**src/rtl/dds_phase_accum.sv**
```systemverilog
`default_nettype none
// +--------------------------------------------------------------------------+
// | dds_phase_accum : DDS phase accumulator with FTW/offset handshake,       |
// | tick divider and truncated LUT address. Optional: DDS_PHASE_DITHER_EN.   |
// | Rev 1.0                                                                  |
// +--------------------------------------------------------------------------+
module dds_phase_accum #(
  parameter int ACC_W  = 32,
  parameter int ADDR_W = 12,
  parameter int DIV    = 1
) (
  input  logic              i_clk,
  input  logic              i_rst,
  input  logic              i_enable,
  input  logic [ACC_W-1:0]  i_ftw,
  input  logic [ACC_W-1:0]  i_poff,
  input  logic              i_ftw_valid,
  output logic              o_ftw_ready,
  output logic [ADDR_W-1:0] o_phase,
  output logic              o_phase_valid,
  output logic              o_wrap
);

  localparam int               c_CNT_W    = (DIV > 1) ? $clog2(DIV) : 1;
  localparam logic [c_CNT_W-1:0] c_DIV_LAST = c_CNT_W'(DIV - 1);

  logic [c_CNT_W-1:0] r_cnt;
  logic [ACC_W-1:0]   r_acc;
  logic [ACC_W-1:0]   r_ftw;
  logic [ACC_W-1:0]   r_poff;
  logic [ACC_W-1:0]   r_pend_ftw;
  logic [ACC_W-1:0]   r_pend_poff;
  logic               r_pend;

  logic               w_tick;
  logic               w_accept;
  logic [ACC_W-1:0]   w_f;
  logic [ACC_W-1:0]   w_p;
  logic [ACC_W:0]     w_sum;
  logic [ACC_W-1:0]   w_acc_n;
  logic [ACC_W-1:0]   w_dither;
  logic [ACC_W-1:0]   w_phase_full;

  assign w_tick      = i_enable && (r_cnt == c_DIV_LAST);
  assign o_ftw_ready = !r_pend && !i_rst;
  assign w_accept    = i_ftw_valid && o_ftw_ready;

  // A pending pair is applied on the tick that consumes it, then becomes active.
  assign w_f     = r_pend ? r_pend_ftw  : r_ftw;
  assign w_p     = r_pend ? r_pend_poff : r_poff;
  assign w_sum   = {1'b0, r_acc} + {1'b0, w_f};
  assign w_acc_n = w_sum[ACC_W-1:0];

`ifdef DDS_PHASE_DITHER_EN
  localparam int          c_DITH_W    = ((ACC_W - ADDR_W) < 16) ? (ACC_W - ADDR_W) : 16;
  localparam logic [15:0] c_LFSR_TAPS = 16'hB400;
  localparam logic [15:0] c_LFSR_SEED = 16'hACE1;

  logic [15:0] r_lfsr;

  always_ff @(posedge i_clk) begin
    if (i_rst) begin
      r_lfsr <= c_LFSR_SEED;
    end else if (w_tick) begin
      r_lfsr <= {1'b0, r_lfsr[15:1]} ^ (r_lfsr[0] ? c_LFSR_TAPS : 16'h0000);
    end
  end

  assign w_dither = ACC_W'(r_lfsr[c_DITH_W-1:0]);
`else
  assign w_dither = '0;
`endif

  // Offset and dither only shape the address; carry comes from acc + f alone.
  assign w_phase_full = w_acc_n + w_p + w_dither;

  always_ff @(posedge i_clk) begin
    if (i_rst) begin
      r_cnt         <= '0;
      r_acc         <= '0;
      r_ftw         <= '0;
      r_poff        <= '0;
      r_pend_ftw    <= '0;
      r_pend_poff   <= '0;
      r_pend        <= 1'b0;
      o_phase       <= '0;
      o_phase_valid <= 1'b0;
      o_wrap        <= 1'b0;
    end else begin
      o_phase_valid <= 1'b0;
      o_wrap        <= 1'b0;
      if (w_tick) begin
        r_cnt         <= '0;
        r_acc         <= w_acc_n;
        r_ftw         <= w_f;
        r_poff        <= w_p;
        r_pend        <= 1'b0;
        o_phase       <= w_phase_full[ACC_W-1 -: ADDR_W];
        o_phase_valid <= 1'b1;
        o_wrap        <= w_sum[ACC_W];
      end else if (i_enable) begin
        r_cnt <= r_cnt + c_CNT_W'(1);
      end
      // Accept after the tick so a word taken on a tick edge waits for the next tick.
      if (w_accept) begin
        r_pend_ftw  <= i_ftw;
        r_pend_poff <= i_poff;
        r_pend      <= 1'b1;
      end
    end
  end

endmodule
`default_nettype wire

```
**config.mk**
```make
export PLATFORM = sky130hd
export DESIGN_NAME = dds_phase_accum
export DESIGN_NICKNAME = d
export VERILOG_FILES = /design/src/rtl/dds_phase_accum.sv
export SDC_FILE = /design/constraint.sdc
export NUM_CORES = 1
export LEC_CHECK = 0
export BUFFER_PORTS_ARGS = -buffer_cell sky130_fd_sc_hd__buf_4
export CORE_MARGIN = 5
export CORE_UTILIZATION = 45
export DETAILED_ROUTE_END_ITERATION = 16
export GPL_TIMING_DRIVEN = 0
export PLACE_DENSITY = 0.67
export RECOVER_POWER = 50
export SETUP_SLACK_MARGIN = 0.4
export SYNTH_ARGS = -nofsm -noshare
export SYNTH_HDL_FRONTEND = slang
export SYNTH_SLANG_ARGS = --single-unit
```
**constraint.sdc**
```tcl
create_clock -name i_clk -period 7.8 [get_ports i_clk]
set_input_delay 0.78 -clock i_clk [delete_from_list [all_inputs] [get_ports i_clk]]
set_output_delay 0.78 -clock i_clk [all_outputs]
set_load 0.02 [all_outputs]
```
Word-level counts from Yosys, hierarchy flattened. Index checks and enable logic that the tools add are counted.

Register bits: 176. Output and inout port bits: 15. Logic and storage cells: 28.

Add/sub/neg operators: 3. Mux-type cells: 5. Bitwise logic cells: 2. Reductions and logical operators: 8.

Operators by type and width (count): $mux 32 (2); $add 32x32->33 (1); $add 32x32->32 (1); $reduce_or 2->1 (2); $logic_and 1x1->1 (3); $mux 1 (3); $logic_not 1->1 (2); $not 1->1 (2); $reduce_bool 2->1 (1); $add 1x1->1 const B (1).

Logic depth before layout (Yosys ltp).
Depth after elaboration: 4. Depth in mapped cells: 24. Gate-level depth less buffers: 21.

Worst setup path after synthesis. OpenSTA, ideal clock, no wires.

Path type: register -> register. From: reg r_pend. To: reg o_phase[11]. Arrival: 5616 ps. Required time: 7683 ps. Path slack: 2068 ps. Stages on the path, launching flop included: 24. Period minus slack after synthesis: 5732 ps. Path through: dfxtp_1 -> clkbuf_1 -> clkbuf_1 -> clkbuf_1 -> mux2_2 -> ha_1 -> fa_1 -> a21oi_1 -> o21ai_1 -> a21oi_1 -> o21ai_1 -> a21o_1 -> a21o_1 -> a21o_1 -> a311o_1 -> ha_1 -> and4_1 -> a221o_1 -> o21ai_1 -> nor2b_1 -> a21oi_1 -> a31oi_1 -> xnor3_1 -> a22o_1.

Word-level cells in the longest chain between the ends: 3.

Ends and longest elaborated chain: start, declared (line 33) `logic r_pend;`; start signal, assigned (line 85) `r_pend <= 1'b0;`; start signal, assigned (line 97) `r_pend <= 1'b0;`; start signal, assigned (line 108) `r_pend <= 1'b1;`; $mux 32 (line 49) `assign w_f = r_pend ? r_pend_ftw : r_ftw;`; via w_f[0] (line 37) `logic [ACC_W-1:0] w_f;`; $add 32x32->33 (line 51) `assign w_sum = {1'b0, r_acc} + {1'b0, w_f};`; via w_sum[12] (line 39) `logic [ACC_W:0] w_sum;`; $add 32x32->32 (line 75) `assign w_phase_full = w_acc_n + w_p + w_dither;`; end signal, assigned (line 98) `o_phase <= w_phase_full[ACC_W-1 -: ADDR_W];`; end, declared (line 19) `output logic [ADDR_W-1:0] o_phase,`.

The timed path passes the listed nets, and every way through them passes these cells. A chain may end at the register's enable or synchronous reset.

Final worst setup path. Same ends and word-level chain as after synthesis.

==> summary.txt <==
Synth Net Count: 1080
Die height: 150 um
Clock Sinks: 176
Pins over their slew limit: 0
Final hold vios: 0
Status: finished, final reports clean
CP Class: reg2reg
Top_reg_cell synth: dfxtp_1
Post-synthesis sequential area ratio: 40.2%
TritonCTS buffer count: 17
Sequential Power Share: 44.6%
Ys async rst share: 0%
H-tree Lvls: 4
Area grow syn2layout: 17.4%
YS warnings: 0
Int Power: 1.61 mW
Worst Path Required: 8.12 ns
Synth Area per Inst: 9.23 um^2
Hold Path Class: reg2reg
Arrival time at the worst endpoint: 7.34 ns
Number of global-route vias before repair: 6925
Post-synth EDFFs: 0
Residual DRC: 0
Initial antenna violation count: 0
Maximum achievable frequency: 0.143 GHz
Initial Util: 45.3%
Utilization after layout: 53.2%
Largest net degree at the start of global routing: 17
Max-Slew Margin vs Limit: 41.2%
Final period util: 89.9%
Final WL: 21.6 mm
DR vias: 7184
Worst VDD drop: 157 uV
Core area: 19300 um^2
Die X: 150 um
Slew at the pin closest to its max-slew limit: 0.882 ns
Routability Congestion: 0.879
Netlist Area Pre-Place: 8760 um^2
GRT Residual Overflow: 0
Die area: 22400 um^2
Clock share of power: 42.8%
Routed Antenna Nets: 0
Longest Clk Path Bufs: 2
Pwr/cell area: 211 nW/um^2
Gate Count Post-Synth: 949
Final HPWL DP: 16.3 mm
Share of layout cells above drive strength 1: 14.8%
Post-route setup slack: 0.785 ns
Setup TNS: 0 ns
Endpoints failing setup: 0
Clock root cell: clkbuf_16
# port buffers: 82
Total iterations of the first detailed-routing run: 5
Total GRT Usage: 19.2%
Crit path launch type: flip-flop
Final Instance Count excl. Fillers: 1328
Overall Power: 2.17 mW
Ant diodes: 0
Logic pwr share: 12.6%
First-pass GRT wire length: 34.2 mm
RSZ-0062 raised after global routing: false
Fin crit period: 7.02 ns
Row Count: 51
WL per Instance: 16.2 um
Worst skew pair latency: 0.43 ns
DRT iter0 DRCs: 320
Unique masters post-synth: 59
Leak pwr: 4.49 nW
CP Max Fanout: 10
Reg clk slew, reported paths: 0.07 ns
Dpl ws: 0.639 ns
Vias per std cell: 5.41
Sw Share: 25.5%
DP Cell Count: 1296
Reported max-cap violation count: 0
I/O pin total: 83
#FFs+latches synth: 176
Sw power: 552 uW
Cts hold-fix bufs: 0
Nets: 1181
CTS tree: yes
Crit. End Element: flip-flop
Max Clock Skew: 0.00883 ns
-- critical path, cell delays in order, from the launching register on --
cell and delay (ns):
dfxtp_1 0.31, clkbuf_1 0.30, clkbuf_1 0.56, clkbuf_2 0.46, mux2_1 0.45, ha_1 0.27
fa_1 0.42, a21oi_1 0.21, o21ai_1 0.09, a21oi_1 0.31, o21ai_1 0.17, a21o_1 0.20
a21o_1 0.21, a2111oi_0 0.42, a311o_1 0.27, ha_1 0.30, and4_1 0.25, a221o_1 0.36
o21ai_1 0.15, nor2b_1 0.29, a21oi_1 0.18, a31oi_1 0.26, xnor3_1 0.24, a22o_1 0.20
-- synthesized netlist by cell type, types with 2 or more instances --
cell type	n	area [um^2]
a211o_1	2	17.5
a211oi_1	2	15.0
a21o_1	19	143
a21oi_1	46	230
a221oi_1	2	17.5
a22o_1	94	823
a311oi_1	2	17.5
a31oi_1	4	25.0
a32o_1	3	30.0
and2_1	2	12.5
and3_1	3	18.8
buf_1	4	15.0
clkbuf_1	50	188
dfxtp_1	176	3520
ha_1	62	776
inv_1	17	63.8
mux2_2	64	721
nand2_1	163	612
nand2b_1	4	25.0
nand3_1	11	55.1
nand4_1	7	43.8
nor2_1	18	67.6
nor2b_1	3	18.8
nor3_1	8	40.0
o211ai_1	4	30.0
o21a_1	4	30.0
o21ai_0	75	375
o21ai_1	25	125
o21bai_1	6	45.0
o31ai_1	3	22.5
or3_1	5	31.3
xnor2_1	20	175
xor2_1	15	131
-- per-layer routing --
layer / GRT usage (%) / up-vias / part of all wire, %
met5: 0 / - / 0
met4: 5.72 / 0 / 2.2
met3: 4.12 / 38 / 3.8
met2: 32.5 / 137 / 47
met1: 24.8 / 3348 / 47
li1: - / 3661 / -
-- power groups by stage --
stage / combinational, mW / clock, mW / sequential [mW]
2_1_floorplan: 0.182 / 0 / 0.984
3_3_place_gp: 0.274 / 0 / 0.986
3_5_place_dp: 0.279 / 0 / 0.987
6_report: 0.273 / 0.927 / 0.967
5_1_grt: 0.302 / 0.978 / 0.970
4_1_cts: 0.281 / 0.940 / 0.967
-- repair_timing --
| item | 4_1_cts | 5_1_grt |
|---|---|---|
| gates resized for setup | 0 | 2 |
| setup buffers | 0 | 0 |
| endpoints found under the setup margin | 0 | 2 |
-- path summary, 6_finish.rpt --
| check | cells past startpoint | from | slack, ns | to |
|---|---|---|---|---|
| setup / recovery | 23 | r_pend | 0.78 | o_phase[11] |
| hold / removal | 2 | o_phase[9] | 0.45 | o_phase[9] |
| setup reg to reg | 23 | r_pend | 0.78 | o_phase[11] |
| hold reg to reg | 2 | o_phase[9] | 0.45 | o_phase[9] |
-- cell usage in the layout, fill, tap and decap left out, types with 3 or more instances in the layout --
cell type    n
dfxtp_1    176
nand2_1    163
a22o_1      94
o21ai_0     75
clkbuf_1    68
buf_4       65
ha_1        62
mux2_2      50
a21oi_1     46
o21ai_1     25
xnor2_1     20
a21o_1      19
nor2_1      18
inv_1       17
clkbuf_16   17
xor2_1      15
mux2_1      14
nand3_1     11
nor3_1       8
nand4_1      7
o21bai_1     6
or3_1        5
o21a_1       4
a31oi_1      4
o211ai_1     4
nand2b_1     4
bufinv_16    4
and3_1       3
nor2b_1      3
o31ai_1      3
buf_1        3
a32o_1       3
inv_6        3
-- cell type report --
type | instances | area (um^2)
Clock inverter | 12 | 180
Tap cell | 265 | 332
Fill cell | 1893 | 9060
Sequential cell | 176 | 3520
Clock buffer | 20 | 457
Multi-Input combinational cell | 701 | 4960
Buffer | 55 | 209
Timing Repair Buffer | 82 | 552
Inverter | 17 | 63.8
-- stage by stage --
step / hold WS [ns] / area [um^2]
finish: 0.449 / 10300
global route: 0.470 / 10300
CTS: 0.451 / 10300
detailed placement: 0.441 / 9700
global placement: 0.438 / 9700
floorplan: 0.432 / 8760
-- logic make-up after synthesis --
group,count (synthesis),synth area share [%]
muxes,65,8.34
adders and majority gates,63,9.09
buffers and inverters,72,3.10
AOI/OAI and AO/OA,306,24.2
and+or+nand+nor,231,11.3
DFF,176,40.2
xor gates and xnor gates,36,3.76
-- state kept, by name (all words and copies together), names as in the netlist --
name	cells
r_cnt	1
r_acc	32
r_poff	32
r_pend_poff	32
o_phase_valid	1
o_wrap	1
r_pend_ftw	32
o_phase	12
r_ftw	32
r_pend	1
No activity file was read; power rests on OpenSTA's default activity.
